===== src/rtl/uart_pkg.sv =====
// Shared UART definitions: byte width and the transmit-side send FSM states.
package uart_pkg;

  localparam int UART_DATA_W = 8;

  typedef enum logic [1:0] {
    IDLE,
    WAIT_BUSY,
    WAIT_DONE
  } tx_state_t;

endpackage


===== src/rtl/uart_tx_buffer_if.sv =====
// Byte-in / send-out bundle between the UART receiver, the buffer and the transmitter.
interface uart_tx_buffer_if
  import uart_pkg::*;
#(
  parameter int DEPTH  = 16,
  parameter int DATA_W = UART_DATA_W
);

  logic                     in_valid;
  logic [DATA_W-1:0]        in_data;
  logic                     tx_busy;
  logic                     tx_send;
  logic [DATA_W-1:0]        tx_data;
  logic [$clog2(DEPTH):0]   count;
  logic                     full;
  logic                     empty;
  logic                     overflow;

  modport master (
    output in_valid, in_data, tx_busy,
    input  tx_send, tx_data, count, full, empty, overflow
  );

  modport slave (
    input  in_valid, in_data, tx_busy,
    output tx_send, tx_data, count, full, empty, overflow
  );

endinterface


===== src/rtl/uart_tx_buffer_sync_fifo.sv =====
// Synchronous FIFO with registered count/full/empty and a sticky overflow flag.
module sync_fifo
  import uart_pkg::*;
#(
  parameter int DEPTH  = 16,
  parameter int DATA_W = UART_DATA_W
) (
  input  logic                   clk,
  input  logic                   rst,
  input  logic                   push,
  input  logic [DATA_W-1:0]      push_data,
  input  logic                   pop,
  output logic [DATA_W-1:0]      pop_data,
  output logic [$clog2(DEPTH):0] count,
  output logic                   full,
  output logic                   empty,
  output logic                   overflow
);

  localparam int AW = $clog2(DEPTH);
  localparam int CW = AW + 1;

  logic [DATA_W-1:0] mem [DEPTH];
  logic [AW-1:0]     wr_ptr;
  logic [AW-1:0]     rd_ptr;
  logic [CW-1:0]     count_next;
  logic              do_push;
  logic              do_pop;

  // full is the pre-cycle registered value, so a same-cycle pop cannot make room
  assign do_push  = push && !full;
  assign do_pop   = pop && !empty;
  assign pop_data = mem[rd_ptr];

  always_comb begin
    count_next = count + CW'(do_push) - CW'(do_pop);
  end

  always_ff @(posedge clk) begin
    if (do_push) begin
      mem[wr_ptr] <= push_data;
    end
  end

  always_ff @(posedge clk) begin
    if (rst) begin
      wr_ptr   <= '0;
      rd_ptr   <= '0;
      count    <= '0;
      full     <= 1'b0;
      empty    <= 1'b1;
      overflow <= 1'b0;
    end else begin
      if (do_push) begin
        wr_ptr <= wr_ptr + AW'(1);
      end
      if (do_pop) begin
        rd_ptr <= rd_ptr + AW'(1);
      end
      count <= count_next;
      full  <= (count_next == CW'(DEPTH));
      empty <= (count_next == '0);
      if (push && full) begin
        overflow <= 1'b1;
      end
    end
  end

endmodule


===== src/rtl/uart_tx_buffer.sv =====
// Elastic byte buffer feeding a UART transmitter; one send pulse per byte, paced by tx_busy.
module uart_tx_buffer
  import uart_pkg::*;
#(
  parameter int DEPTH    = 16,
  parameter int DATA_W   = UART_DATA_W,
  parameter int ACK_WAIT = 4
) (
  input  logic            clk,
  input  logic            rst,
  uart_tx_buffer_if.slave bus
);

  localparam int TW = $clog2(ACK_WAIT + 1);

  tx_state_t         state;
  tx_state_t         state_next;
  logic [TW-1:0]     timer;
  logic              send_next;
  logic              tx_send;
  logic [DATA_W-1:0] tx_data;
  logic [DATA_W-1:0] fifo_data;
  logic              fifo_empty;

  sync_fifo #(
    .DEPTH  (DEPTH),
    .DATA_W (DATA_W)
  ) u_fifo (
    .clk       (clk),
    .rst       (rst),
    .push      (bus.in_valid),
    .push_data (bus.in_data),
    .pop       (send_next),
    .pop_data  (fifo_data),
    .count     (bus.count),
    .full      (bus.full),
    .empty     (fifo_empty),
    .overflow  (bus.overflow)
  );

  assign bus.empty   = fifo_empty;
  assign bus.tx_send = tx_send;
  assign bus.tx_data = tx_data;

  always_comb begin
    state_next = state;
    send_next  = 1'b0;
    case (state)
      IDLE: begin
        if (!fifo_empty && !bus.tx_busy) begin
          send_next  = 1'b1;
          state_next = WAIT_BUSY;
        end
      end
      // The send-pulse cycle itself is not counted: busy cannot rise before the
      // transmitter has latched, so ACK_WAIT cycles are allowed after it.
      WAIT_BUSY: begin
        if (bus.tx_busy) begin
          state_next = WAIT_DONE;
        end else if (timer == TW'(ACK_WAIT)) begin
          state_next = IDLE;
        end
      end
      WAIT_DONE: begin
        if (!bus.tx_busy) begin
          state_next = IDLE;
        end
      end
      default: state_next = IDLE;
    endcase
  end

  always_ff @(posedge clk) begin
    if (rst) begin
      state   <= IDLE;
      timer   <= '0;
      tx_send <= 1'b0;
      tx_data <= '0;
    end else begin
      state   <= state_next;
      tx_send <= send_next;
      if (send_next) begin
        tx_data <= fifo_data;
      end
      timer <= (state == WAIT_BUSY) ? timer + TW'(1) : '0;
    end
  end

endmodule


===== src/flat_wrapper.sv =====
// flat-port wrapper written by rule: the top's interface ports become plain ports
module uart_tx_buffer_flat import uart_pkg::*;
#(
  parameter int DEPTH    = 16,
  parameter int DATA_W   = UART_DATA_W,
  parameter int ACK_WAIT = 4
)
  (clk, rst, bus_in_valid, bus_in_data, bus_tx_busy, bus_tx_send, bus_tx_data, bus_count, bus_full, bus_empty, bus_overflow);
  uart_tx_buffer_if #(.DEPTH(DEPTH), .DATA_W(DATA_W)) bus_i ();
  input  logic clk;
  input  logic rst;
  input wire logic [$bits(bus_i.in_valid)-1:0] bus_in_valid;
  input wire logic [$bits(bus_i.in_data)-1:0] bus_in_data;
  input wire logic [$bits(bus_i.tx_busy)-1:0] bus_tx_busy;
  output wire logic [$bits(bus_i.tx_send)-1:0] bus_tx_send;
  output wire logic [$bits(bus_i.tx_data)-1:0] bus_tx_data;
  output wire logic [$bits(bus_i.count)-1:0] bus_count;
  output wire logic [$bits(bus_i.full)-1:0] bus_full;
  output wire logic [$bits(bus_i.empty)-1:0] bus_empty;
  output wire logic [$bits(bus_i.overflow)-1:0] bus_overflow;
  assign bus_i.in_valid = bus_in_valid;
  assign bus_i.in_data = bus_in_data;
  assign bus_i.tx_busy = bus_tx_busy;
  assign bus_tx_send = bus_i.tx_send;
  assign bus_tx_data = bus_i.tx_data;
  assign bus_count = bus_i.count;
  assign bus_full = bus_i.full;
  assign bus_empty = bus_i.empty;
  assign bus_overflow = bus_i.overflow;
  uart_tx_buffer #(.DEPTH(DEPTH), .DATA_W(DATA_W), .ACK_WAIT(ACK_WAIT)) u_core (.clk(clk), .rst(rst), .bus(bus_i));
endmodule

===== config.mk =====
export PLATFORM = sky130hd
export DESIGN_NAME = uart_tx_buffer_flat
export DESIGN_NICKNAME = d
export VERILOG_FILES = /design/src/rtl/uart_pkg.sv /design/src/rtl/uart_tx_buffer_if.sv /design/src/rtl/uart_tx_buffer_sync_fifo.sv /design/src/rtl/uart_tx_buffer.sv /design/src/flat_wrapper.sv
export SDC_FILE = /design/constraint.sdc
export NUM_CORES = 1
export LEC_CHECK = 0
export CORE_MARGIN = 8
export CORE_UTILIZATION = 50
export DETAILED_ROUTE_END_ITERATION = 7
export PLACE_DENSITY = 0.71
export SLEW_MARGIN = 5
export SYNTH_ARGS = -nofsm -noshare
export SYNTH_HDL_FRONTEND = slang
export SYNTH_HIERARCHICAL = 1
export SYNTH_SLANG_ARGS = --single-unit

===== constraint.sdc =====
create_clock -name clk -period 2.5 [get_ports clk]
set_input_delay 0.375 -clock clk [delete_from_list [all_inputs] [get_ports clk]]
set_output_delay 0.375 -clock clk [all_outputs]
set_load 0.05 [all_outputs]

==> results of run 1 <==
layout make-up:
type / instances / area [sq um] / share of cell area
Clock buffer: 19 / 432.9 / 0.05608
Clock inverter: 13 / 160.2 / 0.02075
Inverter: 10 / 37.54 / 0.004862
Timing Repair Buffer: 59 / 525.5 / 0.06807
Sequential cell: 162 / 4531 / 0.5869
Multi-Input combinational cell: 181 / 1818 / 0.2355
Tap cell: 172 / 215.2 / 0.02788
cells by family (layout without fill, tap and decap cells):
logic type / after synthesis / in the layout / share of synthesized area
multiplexers: 41 / 41 / 0.1338
XOR/XNOR: 13 / 13 / 0.01765
buffers and inverters: 29 / 101 / 0.02580
AND/OR/NAND/NOR: 93 / 93 / 0.07254
AO/OA/AOI/OAI: 22 / 22 / 0.02444
adder cells (fa/ha/maj): 12 / 12 / 0.02444
flip-flops: 162 / 162 / 0.7013
registers in the layout, indices dropped and copies added, names as in the netlist, named ones only:
name and cells:
u_core/u_fifo/count 5, u_core/u_fifo/full 1, u_core/state 2, u_core/u_fifo/wr_ptr 4, u_core/timer 3, u_core/u_fifo/overflow 1
u_core/u_fifo/mem 128, u_core/u_fifo/rd_ptr 4, u_core/u_fifo/empty 1, u_core/bus.tx_data 8, u_core/bus.tx_send 1
critical path: stages (launching register included):
cell	delay (ns)
dfxtp_2	0.33
nor4_4	0.28
nor2b_4	0.24
xor2_2	0.16
ha_2	0.21
inv_2	0.04
fa_2	0.35
nand2b_4	0.16
a21oi_4	0.15
xnor2_2	0.11
nor4bb_1	0.29
worst max-delay path by stage:
stage	from	end	cells past startpoint
final	u_core/state[0]	u_core/u_fifo/full	10
after floorplan	u_core/state[0]	u_core/u_fifo/full	11
after CTS	bus_tx_busy	u_core/u_fifo/full	10
after global placement	bus_tx_busy	u_core/u_fifo/full	10
after global routing	u_core/state[0]	u_core/u_fifo/full	10
after detailed placement	bus_tx_busy	u_core/u_fifo/full	10
stage by stage:
| step | setup slack [ns] | utilization | hold slack, ns |
|---|---|---|---|
| 2_1_floorplan | 0.006534 | - | 0.4173 |
| 3_3_place_gp | -0.3965 | 0.5610 | 0.4318 |
| 3_5_place_dp | -0.5522 | 0.5610 | 0.4422 |
| 4_1_cts | 0.006601 | 0.6088 | 0.4512 |
| 5_1_grt | -0.04059 | 0.6117 | 0.4657 |
| 6_report | 0.07336 | 0.6117 | 0.4449 |
timing repair:
item,CTS,global route
pin swaps,0,3
buffers inserted,0,2
endpoints found under the setup margin,2,2
resized for setup,3,4
routing by layer:
| metal | GRT usage | vias up | routed length, microns |
|---|---|---|---|
| li1 | - | 1539 | - |
| met1 | 0.1945 | 1734 | 5190 |
| met2 | 0.2505 | 82 | 6089 |
| met3 | 0.05341 | 8 | 729 |
| met4 | 0.04167 | 0 | 80 |
| met5 | 0 | - | 0 |
synth_stat cells (all sizes together), types with 2 or more instances:
cell / instances / area share
ha: 11 / 0.021
dfxtp: 34 / 0.11
inv: 10 / 0.0058
edfxtp: 128 / 0.60
and2b: 2 / 0.0023
buf: 9 / 0.011
nand4: 2 / 0.0019
nand2b: 21 / 0.020
nor3: 4 / 0.0031
xnor2: 6 / 0.0081
a21oi: 4 / 0.0031
clkbuf: 7 / 0.0041
mux4: 32 / 0.12
nor2: 36 / 0.021
nand2: 15 / 0.0087
mux2i: 9 / 0.014
clkdlybuf4s25: 3 / 0.0047
xor2: 7 / 0.0095
a22oi: 16 / 0.019
nor2b: 5 / 0.0048
power breakdown:
group	leakage (nW)	internal (mW)	switching, mW	total, mW
Sequential	1.43	3.11	0.111	3.22
Combinational	0.926	0.785	0.946	1.73
Clock	0.281	1.57	1.01	2.58
==> impl_metrics.env, run 1 <==
export IMPL_status="completed"
export IMPL_path_max_fanout=3
export IMPL_drv_slew=0
export IMPL_synthesis_area_sq_um=6451
export IMPL_grt_overflow=0
export IMPL_nets=455
export IMPL_track_usage=0.1546
export IMPL_path_clk_slew_ns=0.06
export IMPL_ctsHtreeMaxLevel=4
export IMPL_die_h_microns=129.6
export IMPL_area_growth_pct=19.67
export IMPL_tightestPinTransition_ns=0.5954
export IMPL_fin_crit_sh=0.9707
export IMPL_clk_latency_ns=0.42
export IMPL_tns_ns=0
export IMPL_synth_ff_type="edfxtp_1"
export IMPL_drc_errors=0
export IMPL_row_count=41
export IMPL_antenna_found_initial=0
export IMPL_drt_total_wl_microns=12090
export IMPL_final_area_sq_um=7720
export IMPL_critPathArrivalTime_ns=2.74
export IMPL_clock_sinks=162
export IMPL_synth_edf_count=128
export IMPL_syn_inst=372
export IMPL_reg2regPathDepth=10
export IMPL_hold_buffers=0
export IMPL_hold_path_depth=1
export IMPL_critical_path_class="register to register"
export IMPL_drtAntennaViolNets=0
export IMPL_final_setup_viol_count=0
export IMPL_grt_start_max_net_pins=24
export IMPL_p_total_mw=7.524
export IMPL_wl_per_cell_microns=19.63
export IMPL_crit_path_end_kind="register"
export IMPL_final_cells=616
export IMPL_dp_cells=582
export IMPL_powerDensity_nw_per_um2=974.6
export IMPL_grt_pass1_wl_microns=18950
export IMPL_drt_pass1_iterations=5
export IMPL_hold_path_endpoint="u_core/timer[0]"
export IMPL_coreArea_sq_um=12620
export IMPL_synth_distinct_cells=34
export IMPL_timing_rr_end="u_core/u_fifo/full"
export IMPL_relSlewSlack=0.6018
export IMPL_layout_common_cells="edfxtp_1 (128), nor2_1 (36), dfxtp_1 (31)"
export IMPL_hold_viol_final=0
export IMPL_cts_root_buf="clkbuf_16"
export IMPL_p_leak_nw=2.641
export IMPL_syn_num_nets=396
export IMPL_drive_gt1_frac=0.2005
export IMPL_final_min_clock_period_ns=2.427
export IMPL_grt_pass1_vias=3362
export IMPL_ir_drop_mv=0.7896
export IMPL_cts_inserted_buffers=17
export IMPL_drt_iter0_drc=245
export IMPL_cts_tree="built"
export IMPL_r2r_start="u_core/state[0]"
export IMPL_startpoint_type="register"
export IMPL_hold_class="register to register"
export IMPL_hp_start="u_core/timer[0]"
export IMPL_ys_seq_elements=162
export IMPL_die_w_microns=129.6
export IMPL_fmax_ghz=0.4121
export IMPL_syn_avg_cell_area_sq_um=17.34
export IMPL_cp_required_ns=2.81
export IMPL_finalClockSkew_ns=0.007188
export IMPL_yosysSeqAreaShare=0.7013
export IMPL_dp_hpwl_microns=7869
export IMPL_fill_cells=916
export IMPL_ff2ff_setup_slack_ns=0.07
export IMPL_cap_violations=0
export IMPL_via_per_inst=5.459
export IMPL_synth_yosys_warnings=6
export IMPL_ios=29
export IMPL_ctsLongestPathBuffers=2
export IMPL_vias=3363
export IMPL_portBuffers=28
export IMPL_final_common_cell="edfxtp_1"
export IMPL_dieArea_sq_um=16790
export IMPL_start_util=0.5112
export IMPL_gp_congestion=0.7339
export IMPL_async_flop_share=0
export IMPL_antenna_cells=0
export IMPL_placed_area_sq_um=7079
export IMPL_rsz0062_at_grt="true"
(Power assumes the default switching activity.)
==> run 2, diff against run 1 <==
Settings changed: HOLD_SLACK_MARGIN from default to 0.06.
==> results of run 2 <==
No change in the layout: final DEF, timing and power equal those of run 1.
